<file path="config.mk">
export PLATFORM = sky130hd
export DESIGN_NAME = ysyx_24100012_alu_issue
export DESIGN_NICKNAME = d
export VERILOG_FILES = /design/src/rtl/ysyx_24100012_alu_issue.sv
export SDC_FILE = /design/constraint.sdc
export NUM_CORES = 1
export LEC_CHECK = 0
export ABC_AREA = 0
export CORE_MARGIN = 2
export CORE_UTILIZATION = 45
export DETAILED_ROUTE_END_ITERATION = 6
export GPL_ROUTABILITY_DRIVEN = 0
export PLACE_DENSITY = 0.75
export SYNTH_ARGS = -nofsm -noshare
export SYNTH_HDL_FRONTEND = slang
export SYNTH_SLANG_ARGS = --single-unit
export TNS_END_PERCENT = 50
</file>
<file path="constraint.sdc">
create_clock -name clk -period 2.5 [get_ports clk]
set_input_delay 0.375 -clock clk [delete_from_list [all_inputs] [get_ports clk]]
set_output_delay 0.375 -clock clk [all_outputs]
set_load 0.01 [all_outputs]
</file>
<file path="src/rtl/ysyx_24100012_alu_issue.sv">
// Operand-issue stage: decodes an RV32I packet into ALU operands/keys and buffers them in a 2-entry queue.
// Optional macro YSYX_ALU_ISSUE_STICKY_ILL_EN: after an illegal push, in_ready stays low until reset.
module ysyx_24100012_alu_issue #(
    parameter int DATA_WIDTH = 32,
    parameter int ALU_SEL_W  = 4,
    parameter int DEPTH      = 2
) (
    input  logic                  clk,
    input  logic                  rst,
    input  logic                  in_valid,
    output logic                  in_ready,
    input  logic [DATA_WIDTH-1:0] inst,
    input  logic [DATA_WIDTH-1:0] pc,
    input  logic [DATA_WIDTH-1:0] rs1_data,
    input  logic [DATA_WIDTH-1:0] rs2_data,
    output logic                  out_valid,
    input  logic                  out_ready,
    output logic [DATA_WIDTH-1:0] in_a,
    output logic [DATA_WIDTH-1:0] in_b,
    output logic [ALU_SEL_W-1:0]  alu_sel,
    output logic [2:0]            inst_type,
    output logic [4:0]            rd,
    output logic                  illegal
);
    typedef struct packed {
        logic [DATA_WIDTH-1:0] a;
        logic [DATA_WIDTH-1:0] b;
        logic [ALU_SEL_W-1:0]  sel;
        logic [2:0]            typ;
        logic [4:0]            rd;
        logic                  ill;
    } entry_t;

    entry_t      dec, head, tail;
    logic [1:0]  count, next_count;
    logic        push, pop, next_sticky;
    logic [2:0]  f3;
    logic        is_shift;
    logic [31:0] imm_i, imm_s, imm_u;

    assign f3       = inst[14:12];
    assign is_shift = (f3 == 3'b001) || (f3 == 3'b101);
    assign imm_i    = {{20{inst[31]}}, inst[31:20]};
    assign imm_s    = {{20{inst[31]}}, inst[31:25], inst[11:7]};
    assign imm_u    = {inst[31:12], 12'b0};

    always_comb begin
        dec     = '0;
        dec.rd  = inst[11:7];
        case (inst[6:0])
            7'b0110011: begin
                dec.a   = rs1_data;
                dec.b   = is_shift ? {27'b0, rs2_data[4:0]} : rs2_data;
                dec.sel = {inst[30], f3};
                dec.typ = 3'd0;
            end
            7'b0010011: begin
                dec.a   = rs1_data;
                dec.b   = is_shift ? {27'b0, inst[24:20]} : imm_i;
                dec.sel = {(f3 == 3'b101) ? inst[30] : 1'b0, f3};
                dec.typ = 3'd1;
            end
            7'b0000011: begin
                dec.a   = rs1_data;
                dec.b   = imm_i;
                dec.typ = 3'd1;
            end
            7'b1100111: begin
                dec.a   = pc;
                dec.b   = 32'd4;
                dec.typ = 3'd1;
            end
            7'b0100011: begin
                dec.a   = rs1_data;
                dec.b   = imm_s;
                dec.typ = 3'd2;
            end
            7'b1100011: begin
                // Branch compare is reduced to sub/slt/sltu; the EXU interprets the result.
                dec.a   = rs1_data;
                dec.b   = rs2_data;
                dec.typ = 3'd3;
                case (f3)
                    3'b000, 3'b001: dec.sel = 4'b1000;
                    3'b100, 3'b101: dec.sel = 4'b0010;
                    3'b110, 3'b111: dec.sel = 4'b0011;
                    default:        dec.ill = 1'b1;
                endcase
            end
            7'b0110111: begin
                dec.b   = imm_u;
                dec.typ = 3'd4;
            end
            7'b0010111: begin
                dec.a   = pc;
                dec.b   = imm_u;
                dec.typ = 3'd4;
            end
            7'b1101111: begin
                dec.a   = pc;
                dec.b   = 32'd4;
                dec.typ = 3'd5;
            end
            default: dec.ill = 1'b1;
        endcase
    end

    assign out_valid = (count != 2'd0);
    assign push      = in_valid && in_ready;
    assign pop       = out_valid && out_ready;

    always_comb begin
        next_count = count;
        if (push && !pop)      next_count = count + 2'd1;
        else if (pop && !push) next_count = count - 2'd1;
    end

`ifdef YSYX_ALU_ISSUE_STICKY_ILL_EN
    logic sticky;
    assign next_sticky = sticky || (push && dec.ill);
    always_ff @(posedge clk) begin
        if (!rst) sticky <= 1'b0;
        else      sticky <= next_sticky;
    end
`else
    assign next_sticky = 1'b0;
`endif

    always_ff @(posedge clk) begin
        if (!rst) begin
            count    <= 2'd0;
            head     <= '0;
            tail     <= '0;
            in_ready <= 1'b0;
        end else begin
            count    <= next_count;
            in_ready <= (next_count < 2'd2) && !next_sticky;
            // Head is slot 0; a pop shifts slot 1 forward unless a same-cycle push replaces it.
            if (pop) begin
                head <= push ? dec : tail;
            end else if (push) begin
                if (count == 2'd0) head <= dec;
                else               tail <= dec;
            end
        end
    end

    always_ff @(posedge clk) begin
        if (rst) assert (count <= 2'(DEPTH));
    end

    assign in_a      = head.a;
    assign in_b      = head.b;
    assign alu_sel   = head.sel;
    assign inst_type = head.typ;
    assign rd        = head.rd;
    assign illegal   = head.ill;
endmodule

</file>
### Yosys cells after proc, flatten, opt, wreduce, memory -nomap -nowiden

Index checks and enable logic that the tools add are counted.

| storage, ports and cells | value |
|---|---|
| register bits after elaboration | 157 |
| latch bits | 0 |
| memory bits (writable) | 0 |
| ROM bits | 0 |
| input port bits | 132 |
| output and inout bits | 79 |
| word-level logic and storage cells | 73 |
| memories | 0 |

| cells by class | value |
|---|---|
| add/sub/neg operators | 2 |
| multipliers | 0 |
| divide/modulo/power cells | 0 |
| $lt $le $gt $ge | 1 |
| eq/ne operators | 14 |
| shift-type cells | 0 |
| muxes and demuxes | 16 |
| bitwise logic cells | 2 |
| reductions and logical operators | 24 |

Operator list:

| kind | count |
|---|---|
| 77-bit two-way mux | 4 |
| 32-bit one-hot mux with 7 select lines | 1 |
| 32-bit two-way mux | 2 |
| 32-bit one-hot mux with 2 select lines | 1 |
| 4-bit one-hot mux with 3 select lines | 2 |
| 7-bit by 6-bit == test with 1-bit output (second input constant) | 3 |
| 7-bit == test (second input constant) | 3 |
| 3-bit one-hot mux with 5 select lines | 1 |
| 7-bit by 5-bit == test with 1-bit output (second input constant) | 2 |
| 3-bit == test (second input constant) | 4 |
| 2-bit OR reduction | 5 |
| 8-bit OR reduction | 1 |
| 7-bit by 2-bit == test with 1-bit output (second input constant) | 1 |
| 2-bit nonzero test | 3 |
| 3-bit OR reduction | 2 |
| 6-bit OR reduction | 1 |
| 5-bit OR reduction | 1 |
| 1-bit logical AND | 4 |
| 2-bit two-way mux | 2 |
| 3-bit by 1-bit == test with 1-bit output (second input constant) | 1 |
| 3-bit logical NOT | 1 |
| 3-bit AND reduction | 1 |
| 2-bit by 1-bit adder with 2-bit output (second input constant) | 1 |
| 1-bit logical NOT | 2 |
| 8 further kinds | 10 |

### Logic depth before layout (Yosys ltp)

| logic depth | value |
|---|---|
| depth in word-level cells | 7 |
| mapped depth | 9 |
| depth with buffers taken out | 9 |

### Worst setup path before layout

Ideal clock, no wire load.

| path | value |
|---|---|
| path kind | reg-to-reg |
| start point | register count[0] |
| end point | register head (netlist bit in_b[15]) |
| setup time | 74 ps |
| data arrival time | 1706 ps |
| path slack | 720 ps |
| stages on the path, launching flop included | 9 |
| buffers on the path | 2 |
| clock period less this slack | 1780 ps |
| cells stage by stage | dfxtp_1 > inv_1 > ha_1 > nand2b_2 > o21ai_1 > buf_2 > clkbuf_1 > o221ai_1 > a31oi_1 |

| between the ends | value |
|---|---|
| cells in the longest elaborated chain, start to end | 4 |
| elaborated cells between the ends (all ways) | 7 |

Ends and longest elaborated chain:

| element | line | RTL |
|---|---|---|
| from (decl) | 35 | `logic [1:0] count, next_count;` |
| from (signal assigned) | 136 | `count <= next_count;` |
| 2-bit nonzero test | 108 | `assign out_valid = (count != 2'd0);` |
| 1-bit logical AND | 110 | `assign pop = out_valid && out_ready;` |
| 2-bit nonzero test (no source line) | n/a |  |
| 2-bit AND reduction (no source line) | n/a |  |
| to (signal assigned) | 140 | `head <= push ? dec : tail;` |
| to (decl) | 34 | `entry_t dec, head, tail;` |

Several ways; a longest one is shown, not always the timed one.
A chain may end at the register's enable or synchronous reset.

### Worst setup path after layout

| path | value |
|---|---|
| start point | register count[0] |
| end point | register head (netlist bit in_a[22]) |

The elaborated chain is that of the path after synthesis.

==> impl_metrics.toml <==
[die]
die_height_um = 131
dieArea_sq_um = 17100
core_sq_um = 15800
dieWidth_um = 131
start_util_pct = 45.7
pin_count = 211
num_rows = 46

[logic_synthesis]
yosysSeqAreaShare_pct = 43.4
yosys_warnings = 0
async_flop_share_pct = 0
synth_edf_count = 0
ys_ff_latch = 157
synthCells = 821
synth_area_sq_um = 7240
synthDistinctLibCells = 45
synth.avg_cell_area_sq_um = 8.82
ys.flop_type = "dfxtp_1"
synth_nets = 956

[run_status]
status = "finished clean"

[route]
drt_iter0_drc = 729
drc = 0
num_vias = 7293
routed_wl_um = 22700
wire_per_inst_um = 18.4
ant_nets = 0
drt-pass1-iter-count = 5
via_per_inst = 5.92

[worst_setup_path]
crit_chain = "inv_1 -> ha_1 -> nand2b_2 -> inv_1 -> a21oi_4 -> buf_4 -> a21oi_1 -> a221oi_2"
r2r-end = "in_a[22]$_SDFFE_PN0P_"
end_kind = "flop"
reg2reg_depth = 8
startpoint = "count[0]$_SDFFE_PN0P_"
arrival_ns = 2.54
crit_end = "in_a[22]$_SDFFE_PN0P_"
max_stage_delay_ns = 0.39
critPathMaxFanout = 22
required_ns = 2.83
critPathSlowestCell = "a21oi_4"
cp_common_cell = "inv_1"
reg2reg_from = "count[0]$_SDFFE_PN0P_"
startpoint_type = "flop"
r2r_slack_ns = 0.29
worst-setup-path-type = "reg -> reg"

[sta]
fmax_mhz = 453
slew_violations = 0
setup_tns_ns = 0
finalCriticalPeriod_ns = 2.21
rsz0062_at_grt = "no"
worstMarginPinSlew_ns = 0.455
final-setup-viol-count = 0
slew_headroom_pct = 69.4
hold_violations = 0
min_period_over_period_pct = 88.3
fin_skew_ns = 0.00713

[grt]
grtUsageMet1_pct = 34.3
grt_overflow = 0
grt_first_pass_wirelength_um = 34400
grtUsageMet2_pct = 41.7
busiest_layer = "met2"
grt_pass1_vias = 6564
met3_usage_pct = 5.74
grt_start_max_net_pins = 83
gr-usage-all-layers_pct = 25.8
antenna_found_initial = 1

[cts]
numCtsBuffers = 17
clk_pin_slew_ns = 0.07
cts_tree = "built"
postCtsSetupBuffers = 0
cts-resized-gates = 0
cts_sinks = 157
htree_levels = 4
cts_hold_buf = 0
cts-root-buf = "clkbuf_16"
clockBufferDepth = 2
clk_latency_ns = 0.43

[layout]
layout-drive-gt1-share_pct = 13.3
syn2layout_area_growth_pct = 41.7
utilization_pct = 64.8
layout.nets = 1138

[power_and_ir_drop]
switchingPower_mw = 1.74
switching_share_pct = 27.1
seqPwrFrac_pct = 42.0
power_frac_comb_pct = 18.6
peakVddDrop_mv = 0.481
clockPowerShare_pct = 39.4
p_per_area_nw_per_um2 = 623
p_leak_nw = 3.33
p_int_mw = 4.66

[place]
dp_hpwl_um = 15300
port_buffers = 210

[run]
maxCapViolCount = 0

[min_path]
min_from = "rst"
min_path_cells = 3
min_path_type = "in -> reg"
==> critical path, delay by kind of cell, from the launching register on <==
family | cells | cell delay, ns
compound gates | 3 | 0.76
buf+inv | 3 | 0.50
flops | 1 | 0.32
fa+ha+maj | 1 | 0.28
simple gates | 1 | 0.25
==> worst min-delay path by stage <==
stage,slack [ns],endpoint
4_1_cts,0.32,alu_sel[0]$_SDFFE_PN0P_
5_1_grt,0.36,in_b[9]$_SDFFE_PN0P_
2_1_floorplan,0.43,tail[12]$_SDFFE_PN0P_
6_report,0.33,alu_sel[0]$_SDFFE_PN0P_
3_5_place_dp,0.45,tail[5]$_SDFFE_PN0P_
3_3_place_gp,0.44,tail[7]$_SDFFE_PN0P_
==> state kept, by name, summed over array words and instances (netlist names) <==
signal and cells:
tail 77, count 2, in_b 32, in_a 32, inst_type 3, rd 5, alu_sel 4, illegal 1
in_ready 1
==> Yosys cell counts (3+ instances only) <==
| master | instances | share of area [%] |
|---|---|---|
| mux2i_1 | 5 | 0.69 |
| clkbuf_1 | 50 | 2.6 |
| and2_1 | 4 | 0.35 |
| nor2_1 | 46 | 2.4 |
| inv_1 | 7 | 0.36 |
| a21oi_1 | 106 | 7.3 |
| buf_6 | 3 | 0.47 |
| dfxtp_1 | 157 | 43 |
| ha_1 | 3 | 0.52 |
| nand4_1 | 3 | 0.26 |
| a221oi_2 | 29 | 6.0 |
| o221ai_1 | 30 | 3.6 |
| nand2_1 | 95 | 4.9 |
| a22oi_2 | 29 | 5.0 |
| buf_2 | 22 | 1.5 |
| nand2b_1 | 9 | 0.78 |
| a311oi_1 | 5 | 0.60 |
| nand3_1 | 5 | 0.35 |
| a22oi_1 | 33 | 3.4 |
| a31oi_1 | 25 | 2.2 |
| and3_1 | 4 | 0.35 |
| a222oi_1 | 4 | 0.55 |
| a32o_1 | 6 | 0.83 |
| buf_4 | 5 | 0.52 |
| o21ai_0 | 101 | 7.0 |
| nor2b_1 | 3 | 0.26 |
| a221oi_1 | 11 | 1.3 |
==> layer usage <==
layer	vias to the layer above	wire, um
li1	3476	-
met5	-	0
met2	340	10600
met3	33	1890
met4	0	395
met1	3444	9730
==> stage by stage <==
step                      cell area (sq um)  cells  hold WS, ns  power (mW)  setup slack [ns]
after CTS                             10300   1231        0.318        6.42             0.274
after detailed placement               9690   1200        0.448        3.92             0.126
final                                 10300   1232        0.335        6.39             0.292
after global placement                 9690   1200        0.442        3.91             0.196
after floorplan                        7240    821        0.434        3.27             0.720
after global routing                  10300   1231        0.360        6.62            0.0968
==> logic make-up after synthesis <==
family                     Yosys count  synth area share (%)
muxes                                5                 0.691
DFF                                157                  43.4
and+or+nand+nor                    180                  10.8
adders and majority gates            3                 0.518
AOI/OAI and AO/OA                  389                  39.1
buffers and inverters               87                  5.46
==> cell usage in the layout (no fill, tap or decap), types with 4 or more instances in the layout <==
cell type | netlist | routed
a22oi_2 | 29 | 29
and3_1 | 4 | 4
a31oi_1 | 25 | 25
buf_12 | 0 | 13
a21oi_1 | 106 | 106
and2_1 | 4 | 4
a222oi_1 | 4 | 4
nand3_1 | 5 | 5
a32o_1 | 6 | 6
inv_1 | 7 | 6
a22oi_1 | 33 | 33
nand2_1 | 95 | 95
o221ai_1 | 30 | 30
dfxtp_1 | 157 | 157
a221oi_1 | 11 | 11
clkbuf_16 | 0 | 17
buf_4 | 5 | 20
mux2i_1 | 5 | 5
clkdlybuf4s50_1 | 0 | 209
a311oi_1 | 5 | 5
clkinvlp_4 | 0 | 6
nand2b_1 | 9 | 9
a221oi_2 | 29 | 29
o21ai_0 | 101 | 101
nor2_1 | 46 | 46
==> cell type report <==
class | instances | area, sq um
antenna | 1 | 2.50
clock buffer | 18 | 429
clock inverter | 13 | 145
fill | 1349 | 5570
inverter | 7 | 26.3
multi-input combinational | 577 | 3740
sequential | 157 | 3140
tap | 216 | 270
timing repair buffer | 243 | 2510
==> power by group through the flow <==
stage / logic [mW] / registers, mW / clock network, mW
finish: 1.19 / 2.69 / 2.52
global route: 1.28 / 2.70 / 2.65
CTS: 1.19 / 2.69 / 2.55
detailed placement: 1.18 / 2.74 / 0
global placement: 1.17 / 2.74 / 0
floorplan: 0.505 / 2.77 / 0
Power figures use the tool's default switching activity.
